$ cat src/rtl/cdcsync_pkg.sv
// cdcsync_pkg
// Shared types and helpers for the level-to-event consumer.
//   evt_pol_e : polarity tag stored per queued event (fall / rise)
//   pend_w()  : width of the pending-count output for a given queue depth
package cdcsync_pkg;

    typedef enum logic {
        EVT_FALL = 1'b0,
        EVT_RISE = 1'b1
    } evt_pol_e;

    // The count has to represent 0..depth inclusive, so it needs one bit more
    // than the queue index.
    function automatic int pend_w(input int depth);
        return $clog2(depth) + 1;
    endfunction

endpackage

$ cat src/rtl/cdcsync_lvl_evt_if.sv
// cdcsync_lvl_evt_if
// Event delivery bundle between the event queue and destination logic.
//   evt_vld  : head event valid (producer -> consumer)
//   evt_rdy  : consumer accepts the head event (consumer -> producer)
//   evt_pol  : head event polarity, 1 = rise, 0 = fall (producer -> consumer)
//   evt_pend : number of queued events, 0..DEPTH (producer -> consumer)
//
// Handshake: an event transfers at a rising clock edge where evt_vld and
// evt_rdy are both high. evt_rdy with evt_vld low does nothing. While
// evt_vld is high and evt_rdy is low, evt_pol holds its value.
interface cdcsync_lvl_evt_if
    import cdcsync_pkg::*;
#(
    parameter int DEPTH = 4
);
    localparam int PW = pend_w(DEPTH);

    logic          evt_vld;
    logic          evt_rdy;
    logic          evt_pol;
    logic [PW-1:0] evt_pend;

    modport master (
        output evt_vld,
        output evt_pol,
        output evt_pend,
        input  evt_rdy
    );

    modport slave (
        input  evt_vld,
        input  evt_pol,
        input  evt_pend,
        output evt_rdy
    );

endinterface

$ cat src/rtl/cdcsync_evt_fifo.sv
// cdcsync_evt_fifo
// Queue of polarity-tagged events.
//   clk_i, rstn_i : clock, synchronous active-low reset
//   push_i, pol_i : new event and its polarity
//   pop_i         : consumer accepts head (ignored when empty)
//   vld_o, pol_o  : queue not empty, head polarity (0 when empty)
//   pend_o        : number of queued events
//   drop_o        : push refused because the queue is full and not popping
module cdcsync_evt_fifo
    import cdcsync_pkg::*;
#(
    parameter int DEPTH = 4,
    localparam int PW = pend_w(DEPTH)
) (
    input  logic          clk_i,
    input  logic          rstn_i,
    input  logic          push_i,
    input  evt_pol_e      pol_i,
    input  logic          pop_i,
    output logic          vld_o,
    output logic          pol_o,
    output logic [PW-1:0] pend_o,
    output logic          drop_o
);
    localparam int AW = PW - 1;

    logic [PW-1:0] wptr_q, wptr_d;
    logic [PW-1:0] rptr_q, rptr_d;
    evt_pol_e      mem_q [DEPTH];

    logic empty, full, do_pop, do_push;

    // Pointers carry a wrap bit so full and empty are distinguishable.
    assign empty   = (wptr_q == rptr_q);
    assign full    = (wptr_q[AW] != rptr_q[AW]) && (wptr_q[AW-1:0] == rptr_q[AW-1:0]);
    assign do_pop  = pop_i && !empty;
    // A pop on the same edge frees the slot the push lands in.
    assign do_push = push_i && (!full || do_pop);
    assign drop_o  = push_i && full && !do_pop;

    always_comb begin
        wptr_d = wptr_q;
        rptr_d = rptr_q;
        if (do_push) wptr_d = wptr_q + PW'(1);
        if (do_pop)  rptr_d = rptr_q + PW'(1);
    end

    always_ff @(posedge clk_i) begin
        if (!rstn_i) begin
            wptr_q <= '0;
            rptr_q <= '0;
            for (int i = 0; i < DEPTH; i++) mem_q[i] <= EVT_FALL;
        end else begin
            if (do_push) mem_q[wptr_q[AW-1:0]] <= pol_i;
            wptr_q <= wptr_d;
            rptr_q <= rptr_d;
        end
    end

    assign vld_o  = !empty;
    assign pol_o  = !empty && (mem_q[rptr_q[AW-1:0]] == EVT_RISE);
    assign pend_o = wptr_q - rptr_q;

endmodule

$ cat src/rtl/cdcsync_lvl_evt.sv
// cdcsync_lvl_evt
// Destination-domain consumer of a synchronized level. The level is filtered
// for a minimum stable time, each filtered transition is queued as a
// polarity-tagged event and handed out over a valid/ready interface.
//   des_clk   : destination clock
//   des_rstn  : synchronous active-low reset
//   des_lvl   : synchronized level input
//   lvl_q     : filtered level
//   ovf       : sticky, set when an event was dropped on a full queue
//   ovf_clr   : clears ovf (a drop in the same cycle wins)
//   evt       : event interface (evt_vld, evt_rdy, evt_pol, evt_pend)
module cdcsync_lvl_evt
    import cdcsync_pkg::*;
#(
    parameter int   FILT_CYC = 2,
    parameter int   DEPTH    = 4,
    parameter logic RST_LVL  = 1'b0
) (
    input  logic                      des_clk,
    input  logic                      des_rstn,
    input  logic                      des_lvl,
    output logic                      lvl_q,
    output logic                      ovf,
    input  logic                      ovf_clr,
    cdcsync_lvl_evt_if.master         evt
);
    localparam int       PW       = pend_w(DEPTH);
    localparam int       CW       = (FILT_CYC > 1) ? $clog2(FILT_CYC) : 1;
    localparam [CW-1:0]  MCNT_MAX = CW'(FILT_CYC - 1);

    logic          filt_q, filt_d;
    logic [CW-1:0] mcnt_q, mcnt_d;
    logic          ovf_q, ovf_d;
    logic          push;
    evt_pol_e      push_pol;
    logic          drop;
    logic [PW-1:0] pend;

    // mcnt counts consecutive samples that disagree with the filtered level;
    // any agreeing sample restarts the count, so short glitches vanish.
    always_comb begin
        filt_d   = filt_q;
        mcnt_d   = mcnt_q;
        push     = 1'b0;
        push_pol = des_lvl ? EVT_RISE : EVT_FALL;
        if (des_lvl == filt_q) begin
            mcnt_d = '0;
        end else if (mcnt_q == MCNT_MAX) begin
            filt_d = des_lvl;
            mcnt_d = '0;
            push   = 1'b1;
        end else begin
            mcnt_d = mcnt_q + CW'(1);
        end
    end

    always_comb begin
        ovf_d = ovf_q;
        if (drop)         ovf_d = 1'b1;
        else if (ovf_clr) ovf_d = 1'b0;
    end

    always_ff @(posedge des_clk) begin
        if (!des_rstn) begin
            filt_q <= RST_LVL;
            mcnt_q <= '0;
            ovf_q  <= 1'b0;
        end else begin
            filt_q <= filt_d;
            mcnt_q <= mcnt_d;
            ovf_q  <= ovf_d;
        end
    end

    cdcsync_evt_fifo #(
        .DEPTH (DEPTH)
    ) u_fifo (
        .clk_i  (des_clk),
        .rstn_i (des_rstn),
        .push_i (push),
        .pol_i  (push_pol),
        .pop_i  (evt.evt_rdy),
        .vld_o  (evt.evt_vld),
        .pol_o  (evt.evt_pol),
        .pend_o (pend),
        .drop_o (drop)
    );

    assign evt.evt_pend = pend;
    assign lvl_q        = filt_q;
    assign ovf          = ovf_q;

endmodule

$ cat src/flat_wrapper.sv
// flat-port wrapper written by rule: the top's interface ports become plain ports
module cdcsync_lvl_evt_flat import cdcsync_pkg::*;
#(
    parameter int   FILT_CYC = 2,
    parameter int   DEPTH    = 4,
    parameter logic RST_LVL  = 1'b0
)
  (des_clk, des_rstn, des_lvl, lvl_q, ovf, ovf_clr, evt_evt_vld, evt_evt_pol, evt_evt_pend, evt_evt_rdy);
  cdcsync_lvl_evt_if #(.DEPTH(DEPTH)) evt_i ();
  input  logic des_clk;
  input  logic des_rstn;
  input  logic des_lvl;
  output logic lvl_q;
  output logic ovf;
  input  logic ovf_clr;
  output wire logic [$bits(evt_i.evt_vld)-1:0] evt_evt_vld;
  output wire logic [$bits(evt_i.evt_pol)-1:0] evt_evt_pol;
  output wire logic [$bits(evt_i.evt_pend)-1:0] evt_evt_pend;
  input wire logic [$bits(evt_i.evt_rdy)-1:0] evt_evt_rdy;
  assign evt_evt_vld = evt_i.evt_vld;
  assign evt_evt_pol = evt_i.evt_pol;
  assign evt_evt_pend = evt_i.evt_pend;
  assign evt_i.evt_rdy = evt_evt_rdy;
  cdcsync_lvl_evt #(.FILT_CYC(FILT_CYC), .DEPTH(DEPTH), .RST_LVL(RST_LVL)) u_core (.des_clk(des_clk), .des_rstn(des_rstn), .des_lvl(des_lvl), .lvl_q(lvl_q), .ovf(ovf), .ovf_clr(ovf_clr), .evt(evt_i));
endmodule
$ cat config.mk
export PLATFORM = sky130hd
export DESIGN_NAME = cdcsync_lvl_evt_flat
export DESIGN_NICKNAME = d
export VERILOG_FILES = /design/src/rtl/cdcsync_pkg.sv /design/src/rtl/cdcsync_lvl_evt_if.sv /design/src/rtl/cdcsync_evt_fifo.sv /design/src/rtl/cdcsync_lvl_evt.sv /design/src/flat_wrapper.sv
export SDC_FILE = /design/constraint.sdc
export NUM_CORES = 1
export LEC_CHECK = 0
export CAP_MARGIN = 20
export CORE_UTILIZATION = 42
export CTS_CLUSTER_SIZE = 20
export DETAILED_ROUTE_END_ITERATION = 6
export GPL_ROUTABILITY_DRIVEN = 0
export HOLD_SLACK_MARGIN = 0.02
export SETUP_SLACK_MARGIN = 0.4
export SLEW_MARGIN = 20
export SYNTH_ARGS = -nofsm -noshare
export SYNTH_HDL_FRONTEND = slang
export SYNTH_SLANG_ARGS = --single-unit
$ cat constraint.sdc
create_clock -name des_clk -period 3.6 [get_ports des_clk]
set_clock_uncertainty 0.2 [all_clocks]
set_input_delay 0.54 -clock des_clk [delete_from_list [all_inputs] [get_ports des_clk]]
set_output_delay 0.54 -clock des_clk [all_outputs]
set_load 0.05 [all_outputs]
==> results.toml, run 1 <==
[outcome]
status = "finished, final reports clean"

[drt]
wl_per_cell_microns = 11.2
wl_microns = 1240
ant_nets = 0
drc = 0
drt-initial-drc-count = 6
dr.pass1.iters = 4
viasPerCell = 4.82
via_count = 530

[power]
power_density_mw_per_mm2 = 414
ir_drop_mv = 0.222
p_leak_nw = 0.381
power_uw = 381

[global_routing]
grt_max_degree = 18
overflow = 0
grt_usage = 0.153
antenna_found_initial = 0
grt_pass1_wl_microns = 2150
grt_pass1_vias = 480

[final_layout]
layout-drive-gt1-share = 0.0941
antenna_cells = 0
fin_nets = 96
nFillCells = 165
regArea_sq_um = 310
syn_to_final_growth_pct = 20.6
multi_input_area_sq_um = 413

[sta]
setup_viol = 0
period_share = 0.816
fmax_mhz = 340
rsz0062_at_grt = "no"
finalSetupTns_ns = 0
hold_viol = 0
layout_min_cycle_time_ns = 2.94
drv_slew = 0
slew_headroom = 0.646
tightest_slew_ns = 0.530

[die]
pin_count = 12
rows = 15
fp.coreArea_sq_mm = 0.00171
die_area_sq_mm = 0.00199
start_util = 0.448
fp.dieW_microns = 44.7
die_y_microns = 44.7

[clocking]
cts_tree = "done"
cts_sinks = 15
cts_hold_buf = 0
htree_levels = 1
root_buffer = "clkbuf_4"
clkTransAtPathRegs_ns = 0.08
clock_latency_ns = 0.28
clockBufferDepth = 2
cts_buffers = 3

[logic_synthesis]
async_reset_ff_frac = 0
synth_xor_area_frac = 0.0998
syn_nets = 82
syn_inst = 72
synth_ff_type = "dfxtp_1"
synth_top_area_frac = 0.367
synth.most_common_cell = "dfxtp_1"
ys_top_cells_by_count = "dfxtp_1 (14), inv_1 (7), and2_1 (5), nand2_1 (5)"
synth_area_sq_um = 764
yosysTopAreaCell = "dfxtp_1"
ys_warn_count = 0
synth-compound-area-share = 0.147
synth-seq-cells = 15
synth-adder-area-share = 0.0917
synth_edf_count = 1
synthSimpleGateAreaFrac = 0.146
synth_top_family_by_area = "compound AO/OA/AOI/OAI gates"
synth_area_leaders = "dfxtp_1 (37%), ha_1 (6.5%), xnor2_1 (4.6%), and2_1 (4.1%), edfxtp_1 (3.9%)"
ys_seq_area_frac = 0.406
avgSynthCellArea_sq_um = 10.6
synth.mux.area_fraction = 0.0556
netlist-cell-type-count = 30

[placed_design]
dpl.hpwl_microns = 955
io_buffers = 11

[worst_setup_path]
cpMaxStageDelayCell = "clkdlybuf4s50_1"
arrival_ns = 2.20
critPathKind = "reg -> out"
cp-start-kind = "flop"
path_buf_inv = 2
required_ns = 2.86
crit_chain = "inv_1, ha_1, nand3_1, and2_1, clkdlybuf4s50_1"
cp-end-kind = "primary output"
cp_slowest_stage_delay_ns = 0.79
crit_family = "buffers and inverters"
path_max_fanout = 7

[worst_hold_path]
hp-class = "reg -> reg"

[job]
drv_cap = 0
==> path summary, 6_finish.rpt <==
check	from	endpoint	slack, ns	depth (start not counted)
min reg2reg	u_core.u_fifo.mem_q[1]	u_core.u_fifo.mem_q[1]	0.28	2
max	u_core.u_fifo.wptr_q[0]	evt_evt_pol	0.66	5
min	u_core.u_fifo.mem_q[1]	u_core.u_fifo.mem_q[1]	0.28	2
max reg2reg	u_core.u_fifo.wptr_q[0]	u_core.u_fifo.mem_q[3]	1.47	5
==> what timing repair did <==
action | in CTS | in global routing
resized for setup | 0 | 2
endpoints found under the setup margin | 0 | 2
setup buffers | 0 | 0
==> cells in the final DEF (no fill, tap or decap), types with 2 or more instances in the layout <==
master / count
and2_1: 5
clkbuf_4: 3
clkdlybuf4s50_1: 9
dfxtp_1: 14
dlymetal6s2s_1: 2
ha_1: 4
inv_1: 7
mux2i_1: 2
nand2_1: 5
nand3_1: 3
nor2b_1: 2
o21ai_0: 4
o311ai_0: 2
o41ai_1: 2
xnor2_1: 4
==> tightest hold or removal path, stage by stage, from the launching register on <==
cell and delay, ns:
dfxtp_1 0.32, nand2_1 0.06, mux2i_1 0.06
==> power breakdown <==
part           total (mW)  switching [mW]  internal, mW  leakage (nW)
Sequential          0.183         0.00809         0.175         0.124
Clock              0.0947          0.0518        0.0429        0.0150
Combinational       0.103          0.0652        0.0381         0.242
Total               0.381           0.125         0.256         0.381
==> through the flow <==
| stage | hold slack, ns | cells | setup WS (ns) | cell area (sq um) | util |
|---|---|---|---|---|---|
| 6_report | 0.278 | 110 | 0.661 | 922 | 0.540 |
| 3_3_place_gp | 0.253 | 106 | 0.746 | 891 | 0.522 |
| 3_5_place_dp | 0.262 | 106 | 0.740 | 891 | 0.522 |
| 2_1_floorplan | 0.241 | 72 | 0.927 | 764 | - |
| 4_1_cts | 0.275 | 110 | 0.418 | 917 | 0.537 |
| 5_1_grt | 0.290 | 110 | 0.500 | 922 | 0.540 |
==> per-layer routing <==
layer,vias up,global-route usage,routed length (microns)
met3,2,0.0490,39
met1,245,0.209,632
li1,277,-,-
met2,6,0.226,551
met4,0,0.0545,13
met5,-,0,0
==> cells by family after synthesis <==
group / Yosys count
AND/OR/NAND/NOR: 20
flip-flops: 15
AO/OA/AOI/OAI: 13
buffers and inverters: 9
XOR/XNOR: 7
adder cells (fa/ha/maj): 5
multiplexers: 3
==> area by class of cell <==
class	instances	share of cell area
Multi-Input combinational cell	48	0.448
Clock buffer	4	0.0285
Inverter	7	0.0285
Timing Repair Buffer	11	0.125
Sequential cell	15	0.336
Tap cell	25	0.0339
Note: power is estimated with default switching activity, not from simulation.
==> run 2: changes to the inputs <==
Clock period 3.6 ns to 2.8 ns, I/O delays scaled along.
==> results.toml, run 2 (synthesis gave the netlist of run 1 again) <==
[drt]
wl_per_cell_microns = 11.7
dr.pass1.iters = 4
wl_microns = 1300
drc = 0
drt-initial-drc-count = 16
ant_nets = 0
via_count = 535
viasPerCell = 4.82

[job]
drv_cap = 0

[worst_setup_path]
critPathKind = "reg -> out"
cp-end-kind = "primary output"
path_max_fanout = 4
r2r-end = "u_core.u_fifo.mem_q[3]"
cp-start-kind = "flop"
startpoint = "u_core.u_fifo.rptr_q[1]"
cpMaxStageDelayCell = "dlygate4sd2_1"
arrival_ns = 1.68
reg2reg_depth = 5
cp_slowest_stage_delay_ns = 0.53
crit_chain = "inv_1, ha_1, nand3_1, dlygate4sd2_1"
reg2reg_slack_ns = 0.80
r2r_start = "u_core.u_fifo.rptr_q[1]"
required_ns = 2.18

[die]
fp.dieW_microns = 44.7
die_y_microns = 44.7
start_util = 0.448
pin_count = 12
fp.coreArea_sq_mm = 0.00171
die_area_sq_mm = 0.00199
rows = 15

[worst_hold_path]
min_to = "u_core.u_fifo.mem_q[1]"
hold_start = "u_core.u_fifo.mem_q[1]"
whs_path_depth = 2
hp-class = "reg -> reg"

[global_routing]
grt_pass1_wl_microns = 2140
grt_pass1_vias = 485
antenna_found_initial = 0
grt_usage = 0.150
grt_max_degree = 18
overflow = 0

[power]
power.internal_uw = 332
p_seq_frac = 0.472
combPwrFrac = 0.282
p_leak_nw = 0.379
p_clk_frac = 0.246
ir_drop_mv = 0.314
switching_power_uw = 170
power_density_mw_per_mm2 = 525
swShare = 0.338

[sta]
layout_min_cycle_time_ns = 2.30
drv_slew = 0
slew_headroom = 0.641
finalSetupTns_ns = 0
tightest_slew_ns = 0.537
hold_viol = 0
fmax_mhz = 435
setup_viol = 0
rsz0062_at_grt = "no"
period_share = 0.821

[final_layout]
layout.cells.non_filler = 111
regArea_sq_um = 315
fin_nets = 97
multi_input_area_sq_um = 435
final_cell_mix = "dfxtp_1 (12), inv_1 (6), clkdlybuf4s50_1 (6), nand2_1 (5), and2_1 (5)"
syn_to_final_growth_pct = 25.0
final_common_cell = "dfxtp_1"
antenna_cells = 0
layout-drive-gt1-share = 0.221
nFillCells = 165

[clocking]
clock_latency_ns = 0.28
cts_tree = "done"
cts_buffers = 3
htree_levels = 1
clkTransAtPathRegs_ns = 0.09
clockBufferDepth = 2
cts_sinks = 15
cts_hold_buf = 0
root_buffer = "clkbuf_4"

[placed_design]
dpl.hpwl_microns = 965
io_buffers = 11
placed_cells = 107

[outcome]
status = "finished, final reports clean"
[run 2: what timing repair did]
action                                  CTS  global route
resized for setup                         4             5
pin swaps                                 1             2
setup buffers                             0             0
endpoints found under the hold margin     0             0
endpoints found under the setup margin    4             2
[run 2: worst max-delay path by stage]
stage                 endpoint  cells after the start
6_report           evt_evt_vld                      4
3_3_place_gp       evt_evt_vld                      4
3_5_place_dp       evt_evt_vld                      4
4_1_cts        evt_evt_pend[2]                      5
5_1_grt        evt_evt_pend[2]                      5
2_1_floorplan      evt_evt_pol                      4
[run 2: cell type report]
type                       count  area share
multi-input combinational     48       0.455
clock buffer                   3      0.0236
tap                           25      0.0327
sequential                    15       0.330
clock inverter                 1     0.00524
timing repair buffer          12       0.126
inverter                       7      0.0275
[run 2: per-layer routing]
layer	wire length, microns	part of all wire	track usage
met4	13	0.010	0.0727
met3	43	0.033	0.0245
met1	666	0.51	0.218
met5	0	0	0
met2	576	0.44	0.215
[run 2: power by group through the flow]
stage               registers [mW]  clock network, mW  logic, mW
finish                       0.237              0.124      0.142
global route                 0.239              0.139      0.152
CTS                          0.236              0.129      0.137
detailed placement           0.241                  0      0.142
global placement             0.241                  0      0.142
floorplan                    0.241                  0     0.0956
[run 2: critical path, delay by kind of cell (launching register included)]
| kind | cells | cell delay, ns |
|---|---|---|
| buf+inv | 2 | 0.59 |
| flops | 1 | 0.42 |
| fa+ha+maj | 1 | 0.28 |
| simple gates | 1 | 0.10 |
[run 2: metrics by stage]
stage	hold WS, ns	setup WS [ns]	power (mW)	util	instance area [sq um]
after floorplan	0.241	0.451	0.337	-	772
after global routing	0.307	0.414	0.530	0.560	956
after global placement	0.262	0.421	0.383	0.533	911
after CTS	0.281	0.407	0.503	0.549	938
after detailed placement	0.265	0.394	0.383	0.533	911
final	0.282	0.502	0.502	0.560	956
